<file path="config.mk">
export PLATFORM = sky130hd
export DESIGN_NAME = player_action_fsm
export DESIGN_NICKNAME = d
export VERILOG_FILES = /design/src/rtl/game_pkg.sv /design/src/rtl/edge_latch.sv /design/src/rtl/player_action_fsm.sv
export SDC_FILE = /design/constraint.sdc
export NUM_CORES = 1
export LEC_CHECK = 0
export ABC_AREA = 1
export ABC_CLOCK_PERIOD_IN_PS = 3200
export CAP_MARGIN = 0
export CORE_ASPECT_RATIO = 0.6
export CORE_UTILIZATION = 40
export DETAILED_ROUTE_END_ITERATION = 8
export GPL_TIMING_DRIVEN = 0
export SLEW_MARGIN = 30
export SYNTH_ARGS = -nofsm -noshare
export SYNTH_HDL_FRONTEND = slang
export SYNTH_HIERARCHICAL = 1
export SYNTH_SLANG_ARGS = --single-unit
</file>
<file path="constraint.sdc">
create_clock -name clock -period 3.2 [get_ports clock]
set_input_delay 0.64 -clock clock [delete_from_list [all_inputs] [get_ports clock]]
set_output_delay 0.64 -clock clock [all_outputs]
set_load 0.02 [all_outputs]
</file>
<file path="src/rtl/game_pkg.sv">
`default_nettype none
// ============================================================================
//  Module   : game_pkg
//  Purpose  : Shared action-state encodings and default frame counts for the
//             player action state machine and its helpers.
//  Ports    : none (package)
//  Revision : 1.0 - initial release
// ============================================================================
package game_pkg;

    localparam int unsigned c_STATE_W = 3;

    // Action-state encodings. Code 7 is unused and falls back to IDLE.
    localparam logic [c_STATE_W-1:0] c_ST_IDLE     = 3'd0;
    localparam logic [c_STATE_W-1:0] c_ST_WALK     = 3'd1;
    localparam logic [c_STATE_W-1:0] c_ST_BLOCK    = 3'd2;
    localparam logic [c_STATE_W-1:0] c_ST_WINDUP   = 3'd3;
    localparam logic [c_STATE_W-1:0] c_ST_ACTIVE   = 3'd4;
    localparam logic [c_STATE_W-1:0] c_ST_RECOVERY = 3'd5;
    localparam logic [c_STATE_W-1:0] c_ST_HITSTUN  = 3'd6;

    // Default frame counts; each must be >= 1 and < 2**CNT_W.
    localparam int unsigned c_WINDUP_FRAMES_DEF   = 4;
    localparam int unsigned c_ACTIVE_FRAMES_DEF   = 3;
    localparam int unsigned c_RECOVERY_FRAMES_DEF = 6;
    localparam int unsigned c_HITSTUN_FRAMES_DEF  = 10;
    localparam int unsigned c_CNT_W_DEF           = 4;

endpackage : game_pkg
`default_nettype wire

</file>
<file path="src/rtl/edge_latch.sv">
`default_nettype none
// ============================================================================
//  Module   : edge_latch
//  Purpose  : Event detector plus a pending flag that holds the event until
//             the next frame tick. RISING_EDGE=1 turns a level input into a
//             0->1 edge event; RISING_EDGE=0 treats the input as a pulse.
//  Ports    : clk        - system clock
//             rst        - synchronous active-high reset
//             i_level    - button level or one-cycle pulse input
//             i_tick     - frame strobe; clears the pending flag
//             o_pend_now - pending flag OR an event arriving this cycle, so
//                          an event coincident with the tick is still seen
//  Revision : 1.0 - initial release
// ============================================================================
module edge_latch #(
    parameter bit RISING_EDGE = 1'b1
) (
    input  logic clk,
    input  logic rst,
    input  logic i_level,
    input  logic i_tick,
    output logic o_pend_now
);

    logic w_event;
    logic r_pend;

    generate
        if (RISING_EDGE) begin : g_rising
            logic r_prev;
            logic r_armed;

            // r_prev is forced to 0 in reset; r_armed suppresses the first
            // post-reset cycle so a button already held at reset release is
            // not mistaken for a fresh press.
            always_ff @(posedge clk) begin
                if (rst) begin
                    r_prev  <= 1'b0;
                    r_armed <= 1'b0;
                end else begin
                    r_prev  <= i_level;
                    r_armed <= 1'b1;
                end
            end

            assign w_event = i_level & ~r_prev & r_armed;
        end else begin : g_level
            assign w_event = i_level;
        end
    endgenerate

    // Every tick consumes the flag, whether or not the FSM acted on it.
    always_ff @(posedge clk) begin
        if (rst) begin
            r_pend <= 1'b0;
        end else if (i_tick) begin
            r_pend <= 1'b0;
        end else if (w_event) begin
            r_pend <= 1'b1;
        end
    end

    assign o_pend_now = r_pend | w_event;

endmodule : edge_latch
`default_nettype wire

</file>
<file path="src/rtl/player_action_fsm.sv">
`default_nettype none
// ============================================================================
//  Module   : player_action_fsm
//  Purpose  : Fighting-game player action state machine. Button presses and
//             opponent hits are latched between frame ticks and acted on at
//             the tick; attack and hitstun phases are timed in frames.
//  Ports    : clock         - system clock
//             reset         - synchronous active-high reset
//             frame_tick    - one-cycle game-frame strobe
//             btn_left/right/attack/block - debounced button levels
//             hit_in        - one-cycle pulse, opponent hitbox overlap
//             state         - current action state (see game_pkg)
//             move_dir      - {left,right} walk request, 00 outside WALK
//             hitbox_active - high while in ACTIVE
//             attack_start  - one-cycle pulse on WINDUP entry
//             busy          - WINDUP, ACTIVE, RECOVERY or HITSTUN
//  Revision : 1.0 - initial release
// ============================================================================
module player_action_fsm
    import game_pkg::*;
#(
    parameter int unsigned WINDUP_FRAMES   = c_WINDUP_FRAMES_DEF,
    parameter int unsigned ACTIVE_FRAMES   = c_ACTIVE_FRAMES_DEF,
    parameter int unsigned RECOVERY_FRAMES = c_RECOVERY_FRAMES_DEF,
    parameter int unsigned HITSTUN_FRAMES  = c_HITSTUN_FRAMES_DEF,
    parameter int unsigned CNT_W           = c_CNT_W_DEF
) (
    input  logic       clock,
    input  logic       reset,
    input  logic       frame_tick,
    input  logic       btn_left,
    input  logic       btn_right,
    input  logic       btn_attack,
    input  logic       btn_block,
    input  logic       hit_in,
    output logic [2:0] state,
    output logic [1:0] move_dir,
    output logic       hitbox_active,
    output logic       attack_start,
    output logic       busy
);

    // Counter load values: a state lasting N frames loads N-1 and leaves
    // on the tick that finds the counter at 0.
    localparam logic [CNT_W-1:0] c_WINDUP_LOAD   = CNT_W'(WINDUP_FRAMES - 1);
    localparam logic [CNT_W-1:0] c_ACTIVE_LOAD   = CNT_W'(ACTIVE_FRAMES - 1);
    localparam logic [CNT_W-1:0] c_RECOVERY_LOAD = CNT_W'(RECOVERY_FRAMES - 1);
    localparam logic [CNT_W-1:0] c_HITSTUN_LOAD  = CNT_W'(HITSTUN_FRAMES - 1);
    localparam logic [CNT_W-1:0] c_CNT_ONE       = CNT_W'(1);

    logic [c_STATE_W-1:0] r_state, w_state_nxt;
    logic [CNT_W-1:0]     r_cnt, w_cnt_nxt;
    logic [1:0]           r_move_dir, w_move_dir_nxt;
    logic                 r_attack_start, w_attack_start_nxt;
    logic                 w_atk;
    logic                 w_hit;

    edge_latch #(.RISING_EDGE(1'b1)) u_attack_latch (
        .clk        (clock),
        .rst        (reset),
        .i_level    (btn_attack),
        .i_tick     (frame_tick),
        .o_pend_now (w_atk)
    );

    edge_latch #(.RISING_EDGE(1'b0)) u_hit_latch (
        .clk        (clock),
        .rst        (reset),
        .i_level    (hit_in),
        .i_tick     (frame_tick),
        .o_pend_now (w_hit)
    );

    always_comb begin
        w_state_nxt        = r_state;
        w_cnt_nxt          = r_cnt;
        w_move_dir_nxt     = r_move_dir;
        w_attack_start_nxt = 1'b0;

        if (frame_tick) begin
            w_move_dir_nxt = 2'b00;
            case (r_state)
                c_ST_IDLE, c_ST_WALK, c_ST_BLOCK: begin
                    w_cnt_nxt = '0;
                    // A hit while blocking is simply ignored.
                    if (w_hit && (r_state != c_ST_BLOCK)) begin
                        w_state_nxt = c_ST_HITSTUN;
                        w_cnt_nxt   = c_HITSTUN_LOAD;
                    end else if (w_atk) begin
                        w_state_nxt        = c_ST_WINDUP;
                        w_cnt_nxt          = c_WINDUP_LOAD;
                        w_attack_start_nxt = 1'b1;
                    end else if (btn_block) begin
                        w_state_nxt = c_ST_BLOCK;
                    end else if (btn_left ^ btn_right) begin
                        w_state_nxt    = c_ST_WALK;
                        w_move_dir_nxt = {btn_left, btn_right};
                    end else begin
                        w_state_nxt = c_ST_IDLE;
                    end
                end

                // Attack presses are dropped here; only a hit interrupts.
                c_ST_WINDUP, c_ST_ACTIVE, c_ST_RECOVERY: begin
                    if (w_hit) begin
                        w_state_nxt = c_ST_HITSTUN;
                        w_cnt_nxt   = c_HITSTUN_LOAD;
                    end else if (r_cnt == '0) begin
                        case (r_state)
                            c_ST_WINDUP: begin
                                w_state_nxt = c_ST_ACTIVE;
                                w_cnt_nxt   = c_ACTIVE_LOAD;
                            end
                            c_ST_ACTIVE: begin
                                w_state_nxt = c_ST_RECOVERY;
                                w_cnt_nxt   = c_RECOVERY_LOAD;
                            end
                            default: begin
                                w_state_nxt = c_ST_IDLE;
                                w_cnt_nxt   = '0;
                            end
                        endcase
                    end else begin
                        w_cnt_nxt = r_cnt - c_CNT_ONE;
                    end
                end

                // A fresh hit restarts the full hitstun period.
                c_ST_HITSTUN: begin
                    if (w_hit) begin
                        w_cnt_nxt = c_HITSTUN_LOAD;
                    end else if (r_cnt == '0) begin
                        w_state_nxt = c_ST_IDLE;
                    end else begin
                        w_cnt_nxt = r_cnt - c_CNT_ONE;
                    end
                end

                default: begin
                    w_state_nxt = c_ST_IDLE;
                    w_cnt_nxt   = '0;
                end
            endcase
        end
    end

    always_ff @(posedge clock) begin
        if (reset) begin
            r_state        <= c_ST_IDLE;
            r_cnt          <= '0;
            r_move_dir     <= 2'b00;
            r_attack_start <= 1'b0;
        end else begin
            r_state        <= w_state_nxt;
            r_cnt          <= w_cnt_nxt;
            r_move_dir     <= w_move_dir_nxt;
            r_attack_start <= w_attack_start_nxt;
        end
    end

    assign state         = r_state;
    assign move_dir      = r_move_dir;
    assign attack_start  = r_attack_start;
    assign hitbox_active = (r_state == c_ST_ACTIVE);
    assign busy          = (r_state == c_ST_WINDUP)   || (r_state == c_ST_ACTIVE) ||
                           (r_state == c_ST_RECOVERY) || (r_state == c_ST_HITSTUN);

endmodule : player_action_fsm
`default_nettype wire

</file>
==> summary.txt <==
Floorplan
  • Die height: 39.6 µm
  • Core Region: approximately 2200 µm²
  • Die area: between 2000 and 3000 µm²
  • Site Rows: 13
  • Io pins: 16
  • Chip width: roughly 65 µm
  • Starting Density: around 43%

Drt
  • DR iter-0 viols: 35
  • Vias per cell: 4.78
  • Drt wl/cell: roughly 11 µm
  • Post-DRT Antenna Nets: 0
  • Routed wire length: 2.11 mm
  • First-pass iteration count of the detailed router: 4
  • Via count: 898
  • Number of remaining DRC errors: 0

STA
  • Final min period: 2.40 ns
  • Final setup margin: 0.804 ns
  • Max Fclk: around 420 MHz
  • Unrepaired setup endpoints after global routing: no
  • Fin Hold WS: roughly 0.46 ns
  • Worst relative slew slack: ~82%
  • Fin. Hold Viols: 0
  • Final setup violation count: 0
  • Setup Skew: 0.00531 ns
  • Final TNS setup: 0 ns
  • Final Slew Violations: 0
  • Actual slew at the worst max-slew pin: roughly 0.26 ns
  • Period utilization: 74.9%

Run status
  • Status: finished, final reports clean

Global route
  • Antenna violations before repair: 0
  • Met3 Usage GRT: 5.52%
  • Number of global-route vias before repair: 731
  • Met1 usage: 25.0%
  • Total GRT Usage: approximately 18%
  • Global-route wire length before repair: approximately 3.3 mm
  • Met2 GRT Util: 28.9%
  • Layer with the highest usage: met2
  • Grt ovf: 0
  • Largest net degree at the start of global routing: 11

Setup path
  • CP required: between 2 and 3 ns
  • Critical path type: flop to primary output
  • CP arrival: roughly 1.8 ns
  • Type of origin of the critical path: flop
  • Max FO, Critical Path: 6
  • Worst setup EP type: primary output

Finish
  • Fin area: 1180 µm²
  • Share of cells above drive strength 1: 16.5%
  • N_diodes: 0
  • P&R area growth vs syn: 25.8%
  • Fin nets: 171

Clocking
  • CTS root buf: clkbuf_8
  • CTS tree: built
  • PostCTS Resize Cnt: 0
  • CTS Sinks: 14
  • Hold bufs inserted after CTS: 0
  • Setup Buffers After CTS: 0
  • CTS H-tree depth: 1
  • Num CTS Buffers: 3
  • Clk slew on worst S/H paths: 0.06 ns
  • Clk buf depth: 2
  • Latest clock arrival within the worst-skew pair: 0.25 ns

Synthesis
  • Count of state elements after synthesis: 14
  • Mapped Nets: 151
  • Mapped Cells: 139
  • Yosys warns: 6
  • Syn Area/Cell: between 6 and 7 µm²
  • Seq/Total Area, Yosys: between 20% and 30%
  • Post-Syn Area: about 940 µm²
  • Distinct cells, synth: 24

Power and ir drop
  • Leak: 0.000539 µW
  • Pwr/cell area: roughly 440 nW/µm²
  • Peak VDD IR: 0.252 mV

Placement
  • Area after DPL: around 1100 µm²
  • Input/output buffers: 15
  • Post-DP HPWL: 1.71 mm
  • RePlAce Congestion: between 0.8 and 0.9
  • Pre-CTS setup slack: 1.06 ns

Worst hold path
  • Hold Crit Class: flop to flop

Job
  • # Max-Cap Violations: 0
-- metrics by stage --
stage	total power (µW)	util, %	instances
global placement	346	51.4	184
CTS	523	53.9	188
global route	549	53.9	188
finish	518	53.9	188
detailed placement	348	51.4	184
floorplan	302	-	139
-- worst paths after layout --
path,from,to,slack (ns),cells past startpoint
min reg2reg,move_dir[0]$_SDFFE_PP0P_,move_dir[0]$_SDFFE_PP0P_,0.46,2
max reg2reg,r_cnt[0]$_SDFFE_PP0P_,r_cnt[3]$_SDFFE_PP0P_,1.76,9
min,move_dir[0]$_SDFFE_PP0P_,move_dir[0]$_SDFFE_PP0P_,0.46,2
max,state[2]$_SDFFE_PP0P_,busy,0.80,5
-- critical path, stage by stage, from the launching register on --
cell and delay, ns:
dfxtp_1 0.43, nand2_2 0.13, nor2_4 0.19, inv_1 0.10, nand2_1 0.08, clkdlybuf4s50_1 0.59
-- area by class of cell --
type                    instances  area [µm²]
well taps                      30        37.5
multi-input cells              97         543
plain buffers                   2        18.8
inverters                      26        98.8
repair buffers                 15         150
flip-flops and latches         14         280
clock buffers                   4        55.1
fillers                       225        1010
-- cell families after synthesis --
family / count (synthesis) / share of synthesized area (%)
flip-flops: 14 / 29.8
AND/OR/NAND/NOR: 70 / 35.9
adder cells (fa/ha/maj): 4 / 5.32
AO/OA/AOI/OAI: 22 / 15.6
buffers and inverters: 28 / 12.5
XOR/XNOR: 1 / 0.931
-- state kept, by name (all words and copies together) (netlist names) --
register                         flops
u_attack_latch/g_rising.r_armed      1
r_cnt                                4
u_attack_latch/r_pend                1
move_dir                             2
u_attack_latch/g_rising.r_prev       1
state                                3
u_hit_latch/r_pend                   1
attack_start                         1
-- power breakdown --
group          total, µW  internal, µW  switching (µW)
combinational        151          59.4            91.5
sequential           195           185            10.2
clock                172           109            63.5
total                518           353             165
-- cell usage in the layout, fill, tap and decap left out, types with 2 or more instances in the layout --
| master | n |
|---|---|
| nor2_1 | 11 |
| nand3_1 | 16 |
| nand2_2 | 2 |
| o21ai_0 | 6 |
| clkdlybuf4s50_1 | 15 |
| nor2_2 | 2 |
| inv_1 | 23 |
| nor2_4 | 2 |
| a21oi_2 | 5 |
| nand3_2 | 2 |
| inv_2 | 2 |
| nand2_1 | 32 |
| dfxtp_1 | 14 |
| ha_1 | 4 |
| a21oi_1 | 7 |
| clkbuf_8 | 4 |
| nand2_4 | 2 |
-- synth_stat cells --
cell type   n  area, µm²
nand2_1    32        120
inv_1      23       86.3
nand3_1    16       80.1
dfxtp_1    14        280
nor2_1     11       41.3
a21oi_1     7       35.0
o21ai_0     6       30.0
a21oi_2     5       43.8
ha_1        4       50.1
inv_2       2       7.51
nand2_2     2       12.5
nand2_4     2       22.5
nand3_2     2       20.0
nor2_2      2       12.5
nor2_4      2       22.5
a21oi_4     1       16.3
buf_4       1       7.51
buf_6       1       11.3
clkinv_2    1       5.00
o211ai_1    1       7.51
o21ai_1     1       5.00
o21ai_2     1       8.76
or2_1       1       6.26
xnor2_1     1       8.76
-- metal layers --
metal | part of all wire (%) | wire, µm
met5 | 0 | 0
met4 | 0.66 | 14
met3 | 5.5 | 116
met2 | 40 | 845
met1 | 54 | 1130
Note: power is estimated with default switching activity, not from simulation.
